### config.mk
export PLATFORM = sky130hd
export DESIGN_NAME = fetch_unit
export DESIGN_NICKNAME = d
export VERILOG_FILES = /design/src/rtl/fetch_pkg.sv /design/src/rtl/fetch_fifo.sv /design/src/rtl/fetch_unit.sv
export SDC_FILE = /design/constraint.sdc
export NUM_CORES = 1
export LEC_CHECK = 0
export ABC_AREA = 1
export CELL_PAD_IN_SITES_DETAIL_PLACEMENT = 0
export CELL_PAD_IN_SITES_GLOBAL_PLACEMENT = 1
export CORE_ASPECT_RATIO = 1.75
export CORE_MARGIN = 2
export CORE_UTILIZATION = 30
export DETAILED_ROUTE_END_ITERATION = 16
export PLACE_DENSITY = 0.57
export SETUP_SLACK_MARGIN = 0.5
export SLEW_MARGIN = 20
export SYNTH_ARGS = -nofsm -noshare
export SYNTH_HDL_FRONTEND = slang
export SYNTH_HIERARCHICAL = 1
export SYNTH_SLANG_ARGS = --single-unit
### constraint.sdc
create_clock -name clk -period 6.5 [get_ports clk]
set_input_delay 1.3 -clock clk [delete_from_list [all_inputs] [get_ports clk]]
set_output_delay 1.3 -clock clk [all_outputs]
set_load 0.02 [all_outputs]
### src/rtl/fetch_pkg.sv
// Shared types and constants for the instruction fetch stage.
package fetch_pkg;

  localparam int unsigned ADDR_W_DEF = 12;
  localparam int unsigned INST_W     = 32;

  localparam logic [INST_W-1:0] NOP_INST = 32'h0000_0013;

  typedef enum logic {
    BOOT,
    RUN
  } fetch_state_t;

  // One buffered fetch: the PC field is ADDR_W_DEF wide, so the top supports ADDR_W up to that width.
  typedef struct packed {
    logic [ADDR_W_DEF-1:0] pc;
    logic [INST_W-1:0]     inst;
  } fetch_entry_t;

endpackage

### src/rtl/fetch_fifo.sv
// Prefetch buffer: DEPTH-entry circular FIFO of fetch entries with synchronous clear.
// Clear wins over push; push when full and pop when empty are ignored.
module fetch_fifo
  import fetch_pkg::*;
#(
  parameter int unsigned DEPTH = 4
) (
  input  logic                     clk,
  input  logic                     rst,
  input  logic                     push,
  input  logic                     pop,
  input  logic                     clr,
  input  fetch_entry_t             wdata,
  output fetch_entry_t             rdata,
  output logic [$clog2(DEPTH):0]   count
);

  localparam int unsigned PTR_W = $clog2(DEPTH);
  localparam int unsigned CNT_W = PTR_W + 1;

  fetch_entry_t     mem [DEPTH];
  logic [PTR_W-1:0] wr_ptr;
  logic [PTR_W-1:0] rd_ptr;
  logic             do_push;
  logic             do_pop;

  assign do_push = push && (count != CNT_W'(DEPTH));
  assign do_pop  = pop && (count != CNT_W'(0));
  assign rdata   = mem[rd_ptr];

  // Pointer and occupancy bookkeeping; pointers wrap naturally since DEPTH is a power of two.
  always_ff @(posedge clk) begin
    if (rst || clr) begin
      wr_ptr <= '0;
      rd_ptr <= '0;
      count  <= '0;
    end else begin
      if (do_push) wr_ptr <= wr_ptr + PTR_W'(1);
      if (do_pop)  rd_ptr <= rd_ptr + PTR_W'(1);
      case ({do_push, do_pop})
        2'b10:   count <= count + CNT_W'(1);
        2'b01:   count <= count - CNT_W'(1);
        default: count <= count;
      endcase
    end
  end

  // Entry storage; no reset needed because empty slots are never presented.
  always_ff @(posedge clk) begin
    if (!rst && !clr && do_push) mem[wr_ptr] <= wdata;
  end

endmodule

### src/rtl/fetch_unit.sv
// Instruction fetch stage: PC sequencing, credit-limited imem requests, prefetch FIFO,
// redirect flush. Optional performance counters are enabled with FETCH_PERF_EN.
module fetch_unit
  import fetch_pkg::*;
#(
  parameter int unsigned DEPTH    = 4,
  parameter int unsigned ADDR_W   = ADDR_W_DEF,
  parameter int unsigned RESET_PC = 0
) (
  input  logic              clk,
  input  logic              rst,
  output logic              imem_req,
  output logic [ADDR_W-1:0] imem_addr,
  input  logic [INST_W-1:0] imem_rdata,
  input  logic              redirect_valid,
  input  logic [ADDR_W-1:0] redirect_pc,
  output logic              inst_valid,
  output logic [INST_W-1:0] inst_data,
  output logic [ADDR_W-1:0] inst_pc,
  input  logic              inst_ready
`ifdef FETCH_PERF_EN
  ,
  output logic [15:0]       perf_stall_cnt,
  output logic [15:0]       perf_flush_cnt
`endif
);

  localparam int unsigned CNT_W = $clog2(DEPTH) + 1;
  localparam int unsigned SUM_W = CNT_W + 1;
  localparam logic [ADDR_W-1:0] START_PC = ADDR_W'(RESET_PC) & ~ADDR_W'(3);

  fetch_state_t      state_q;
  logic [ADDR_W-1:0] fetch_pc;
  logic [ADDR_W-1:0] pending_pc;
  logic              pending;
  logic              kill;
  logic [CNT_W-1:0]  fifo_count;
  fetch_entry_t      head;
  fetch_entry_t      entry;
  logic              credit;
  logic              push;
  logic              pop;
  logic [ADDR_W-1:0] target_pc;

  // A slot must exist for every outstanding request, counting the one landing this cycle.
  assign credit    = (SUM_W'(fifo_count) + SUM_W'(pending)) < SUM_W'(DEPTH);
  assign imem_req  = !rst && !redirect_valid && credit;
  assign imem_addr = fetch_pc;
  assign target_pc = redirect_pc & ~ADDR_W'(3);

  // A response is buffered unless its fetch was killed or a flush happens this cycle.
  assign push       = (state_q == RUN) && pending && !kill && !redirect_valid;
  assign pop        = inst_valid && inst_ready;
  assign entry.pc   = ADDR_W_DEF'(pending_pc);
  assign entry.inst = imem_rdata;

  assign inst_valid = (fifo_count != CNT_W'(0));
  assign inst_data  = inst_valid ? head.inst : NOP_INST;
  assign inst_pc    = inst_valid ? ADDR_W'(head.pc) : '0;

  // Boot/run state, PC sequencing and in-flight tracking.
  always_ff @(posedge clk) begin
    if (rst) begin
      state_q    <= BOOT;
      fetch_pc   <= START_PC;
      pending_pc <= START_PC;
      pending    <= 1'b0;
      kill       <= 1'b0;
    end else begin
      state_q <= RUN;
      pending <= imem_req;
      kill    <= redirect_valid;
      if (imem_req) pending_pc <= fetch_pc;
      if (redirect_valid) begin
        fetch_pc <= target_pc;
      end else if (imem_req) begin
        fetch_pc <= fetch_pc + ADDR_W'(4);
      end
    end
  end

  fetch_fifo #(
    .DEPTH (DEPTH)
  ) u_fifo (
    .clk   (clk),
    .rst   (rst),
    .push  (push),
    .pop   (pop),
    .clr   (redirect_valid),
    .wdata (entry),
    .rdata (head),
    .count (fifo_count)
  );

`ifdef FETCH_PERF_EN
  // Saturating counters for request-starved cycles and redirects.
  always_ff @(posedge clk) begin
    if (rst) begin
      perf_stall_cnt <= '0;
      perf_flush_cnt <= '0;
    end else begin
      if ((state_q == RUN) && !imem_req && !redirect_valid && (perf_stall_cnt != 16'hFFFF))
        perf_stall_cnt <= perf_stall_cnt + 16'd1;
      if (redirect_valid && (perf_flush_cnt != 16'hFFFF))
        perf_flush_cnt <= perf_flush_cnt + 16'd1;
    end
  end
`endif

endmodule

# Yosys cells after proc, flatten, opt, wreduce, memory -nomap -nowiden
# Memories as Yosys holds them, arrays and structs flattened. A register that Yosys moved wholly into a read port is not among the register bits.
# Cells that the tools add are included.
# W data, S select, Z words.
dict set report totals {
  in_bits 48
  register_bits 34
  out_inout_bits 58
  memories 1
  wordCells 47
  mem_bits_rw 176
}
# memory words word_bits rd rd_clocked_by_memory_dff wr line
set mem_list {}
lappend mem_list {u_fifo.mem 4 44 1 1 1 fetch_fifo.sv:21} ;# fetch_entry_t mem [DEPTH];
dict set report op_classes {
  eq_ne 3
  muxes 10
  magnitude_cmp 1
  addsub 6
  n_reduce_logical 17
}
# cell count
set ops {}
lappend ops {{$mux W12} 3}
lappend ops {{$mux W32} 1}
lappend ops {{$add A12 B3 Y12 const B} 1}
lappend ops {{$logic_and A1 B1 Y1} 9}
lappend ops {{$pmux W3 S2} 1}
lappend ops {{$add A2 B1 Y2 const B} 2}
lappend ops {{$add A3 B1 Y4} 1}
lappend ops {{$lt A4 B3 Y1 const B} 1}
lappend ops {{$mux W2} 2}
lappend ops {{$reduce_bool A2 Y1} 2}
lappend ops {{$add A3 B1 Y3 const B} 1}
lappend ops {{$logic_not A1 Y1} 3}
lappend ops {{$mux W1} 3}
lappend ops {{$ne A3 B3 Y1 const B} 1}
lappend ops {{$reduce_bool A3 Y1} 1}
lappend ops {{$sub A3 B1 Y3 const B} 1}
lappend ops {{$eq A2 B1 Y1 const B} 1}
lappend ops {{$eq A2 B2 Y1 const B} 1}
lappend ops {{$reduce_or A2 Y1} 1}
lappend ops {{$logic_or A1 B1 Y1} 1}

# Longest topological paths before layout
dict set report logic_depth {
  word_depth 7
  mapped_depth 12
}

# Cells and area by module
# Netlist, hierarchy kept.
# module cells_each area_each_um2 n_inst seq_area_each_um2
set modules_own_cells {}
lappend modules_own_cells {fetch_fifo 493 7095.6 1 5465.2}
lappend modules_own_cells {fetch_unit 247 1521.5 1 460.4}

# Worst setup path after synthesis
# OpenSTA, ideal clock, no wires.
dict set report synth_timing {
  path_type {input to register}
  startpoint {input redirect_valid}
  endpoint {memory u_fifo/mem[0][0] (netlist name), enable pin}
  setup_ns 0.446
  required_ns 6.054
  cell_stages 4
  setup_slack_ns 2.099
  path_buffers 1
  arrival_ns 3.955
  path_cell_list {clkbuf_8 nor3_1 nand3_1 nor2_1}
}
dict set report synth_via {
  elab_chain_cells 6
  elab_cells_between_ends 7
}
# item line
set synth_rtl {}
lappend synth_rtl {{start, declared} fetch_unit.sv:15} ;# input logic redirect_valid,
lappend synth_rtl {{$logic_not A1 Y1} fetch_unit.sv:52} ;# assign push = (state_q == RUN) && pending && !kill && !redirect_valid;
lappend synth_rtl {{$logic_and A1 B1 Y1} fetch_unit.sv:52}
lappend synth_rtl {{named net push} fetch_unit.sv:41} ;# logic push;
lappend synth_rtl {{$logic_and A1 B1 Y1} fetch_fifo.sv:27} ;# assign do_push = push && (count != CNT_W'(DEPTH));
lappend synth_rtl {{$logic_and A1 B1 Y1} fetch_fifo.sv:50} ;# if (!rst && !clr && do_push) mem[wr_ptr] <= wdata;
lappend synth_rtl {{$mux W1} fetch_fifo.sv:50}
lappend synth_rtl {{$mux W1 (implied by the code)} fetch_fifo.sv:50}
lappend synth_rtl {{end, declared} fetch_fifo.sv:21}
# The timed path passes the listed nets, and every way through them passes these cells.

# Worst setup path after layout
dict set report layout_timing {
  startpoint {input redirect_valid}
  endpoint {output imem_req}
}
dict set report layout_via {
  elab_chain_cells 3
}
# item line
set layout_rtl {}
lappend layout_rtl {{$logic_not A1 Y1} fetch_unit.sv:47} ;# assign imem_req = !rst && !redirect_valid && credit;
lappend layout_rtl {{$logic_and A1 B1 Y1 (2 in a row)} fetch_unit.sv:47}
lappend layout_rtl {{end, declared} fetch_unit.sv:12} ;# output logic imem_req,
# Every way passes these cells.

==> out/qor.yml <==
status:
  outcome: "complete, no violations"
routing:
  via_count: 5544
  drt-total-wl_um: 19900
  viasPerCell: 4.49
  final_antenna_net_count: 0
  wl_per_cell_um: 16.2
  drt_iter0_drc: 214
  drt_pass1_iterations: 4
  drc_errors: 0
layout:
  final_area_mm2: 0.0106
  fin_util: 0.373
  area_growth_pct: 23.0
  ff_latch_area_mm2: 0.00593
  post_route_cells_drive_above_1_share: 0.0982
  nets: 897
  multiInputGateArea_mm2: 0.00219
  nFillCells: 2829
yosys:
  synth.most_common_cell: "edfxtp_1"
  yosys.area.top_type_share: 0.613
  syn_area_mm2: 0.00862
  yosysSeqAreaShare: 0.688
  synth_edf_count: 176
  async_reset_ff_frac: 0
  ys_warn_count: 6
  syn_avg_cell_area_um2: 11.6
  synth.distinct_cells: 38
  synthTopCellsByCount: "edfxtp_1 (176), nor2_1 (152), o21ai_0 (94)"
  synth_top_flop_cell: "edfxtp_1"
  synthTopCellsByArea: "edfxtp_1 (61%), dfxtp_1 (7.4%), nor2_1 (6.6%), o21ai_0 (5.5%), inv_1 (3.1%)"
  syn_inst: 740
  ys_seq_elements: 208
  synth_top_area_cell: "edfxtp_1"
placed_design:
  place.gp.congestion: 0.739
  dpl-instance-area_mm2: 0.00997
  port-buffer-count: 101
  hpwl_um: 11800
  preCtsSetupSlack_ns: 1.49
clock_tree:
  cts_setup_buffers: 0
  cts.sinks: 208
  numCtsBuffers: 20
  ctsResizeCount: 0
  clkLatencyLatePin_ns: 0.49
  cts_root_buf: "clkbuf_16"
  cts.path.max_buffers: 3
  cts_hold_buf: 0
  cts_tree: "built"
  clk_pin_slew_ns: 0.07
  htreeDepth: 1
worst_setup_path:
  crit_required_ns: 5.20
  worstSetupPathType: "primary input to primary output"
  worst-path-max-fanout: 23
  start_kind: "primary input"
  end_kind: "primary output"
  rr_worst_depth: 5
  arrival_ns: 3.65
floorplanning:
  core_area_mm2: 0.0284
  start_util: 0.303
  dieWidth_um: 132
  die_h_um: 228
  dieArea_mm2: 0.0301
  rows: 82
  pin_count: 106
global_routing:
  grt_pass1_vias: 5639
  antenna_found_initial: 1
  grt-ovfl-total: 0
  grt_use_total: 0.132
  grt_pass1_wl_um: 31300
  grt_max_degree: 89
sta:
  rsz0062_at_grt: "false"
  min_period_ns: 4.95
  fmax_ghz: 0.202
  finalMaxSlewViolations: 0
  worst-slew-pin-transition_ns: 0.928
  tns_ns: 0
  maxSlewHeadroom: 0.380
  finalWorstSetupSlack_ns: 1.55
  finClkSkew_ns: 0.0144
  min_period_over_period: 0.761
  finalSetupViolCount: 0
  finalHoldViolCount: 0
power:
  peakVddDrop_mv: 0.150
  power_density_mw_per_mm2: 253
  p_leak_nw: 3.76
worst_hold_path:
  hold_depth: 2
  min_path_type: "register to register"
run:
  cap_violations: 0
[sequential cells by signal (all words and copies together), names as in the netlist, named ones only]
| signal | flops |
|---|---|
| u_fifo/wr_ptr | 2 |
| kill | 1 |
| u_fifo/mem | 176 |
| state_q | 1 |
| pending_pc | 10 |
| imem_addr | 10 |
| pending | 1 |
| u_fifo/count | 3 |
| u_fifo/rd_ptr | 2 |
[cells by family (layout without fill, tap and decap cells)]
kind of cell | Yosys count | in the layout | synth area share
flops | 208 | 208 | 0.688
xor+xnor | 2 | 2 | 0.00203
other cells | 1 | 11 | 0.000435
compound gates | 174 | 174 | 0.117
buf+inv | 116 | 222 | 0.0655
simple gates | 232 | 232 | 0.116
fa+ha+maj | 7 | 7 | 0.0110
[area by class of cell]
type,instances,area share
multi-input cells,425,0.207
inverters,76,0.0276
flip-flops and latches,208,0.559
diodes,1,0.000236
repair buffers,111,0.102
clock buffers,22,0.0499
well taps,378,0.0446
clock inverters,13,0.00909
[per-stage QoR]
stage                     power, mW  std cells  hold WS (ns)
after floorplan                1.54        749         0.448
after global placement         1.60       1198         0.468
after detailed placement       1.60       1198         0.485
after CTS                      2.72       1233         0.501
after global routing           2.78       1233         0.533
final                          2.68       1234         0.495
[routing by layer]
layer	part of all wire	track usage	wire, µm
met1	0.39	0.144	7790
met2	0.56	0.262	11100
met3	0.033	0.0187	668
met4	0.017	0.0350	342
met5	0	0	0
[cell usage in the layout, fill, tap and decap left out, drive strengths merged, types with 16 or more instances in the layout]
cell / instances
edfxtp: 176
nor2: 165
o21ai: 107
clkdlybuf4s50: 101
inv: 76
o22ai: 44
nand2: 41
dfxtp: 32
clkbuf: 22
a21oi: 21
nand3: 16
[worst paths after layout]
path / startpoint / end / slack [ns]
max: redirect_valid / imem_req / 1.55
min: u_fifo/rd_ptr[0] / u_fifo/rd_ptr[0] / 0.49
max reg2reg: pending / u_fifo/mem[0][15] / 3.67
min reg2reg: u_fifo/rd_ptr[0] / u_fifo/rd_ptr[0] / 0.49
[critical path, cell delays in order]
cell and delay [ns]:
clkdlybuf4s50_1 0.71, nor2_4 0.25, nand3_2 0.29, inv_2 0.41
clkdlybuf4s50_1 0.68
[where the power goes]
| part | switching (mW) | leakage [nW] | internal (mW) |
|---|---|---|---|
| Sequential | 0.0117 | 1.87 | 1.45 |
| Combinational | 0.0560 | 1.58 | 0.0501 |
| Clock | 0.483 | 0.302 | 0.628 |
| Total | 0.550 | 3.76 | 2.13 |
(Power assumes the default switching activity.)
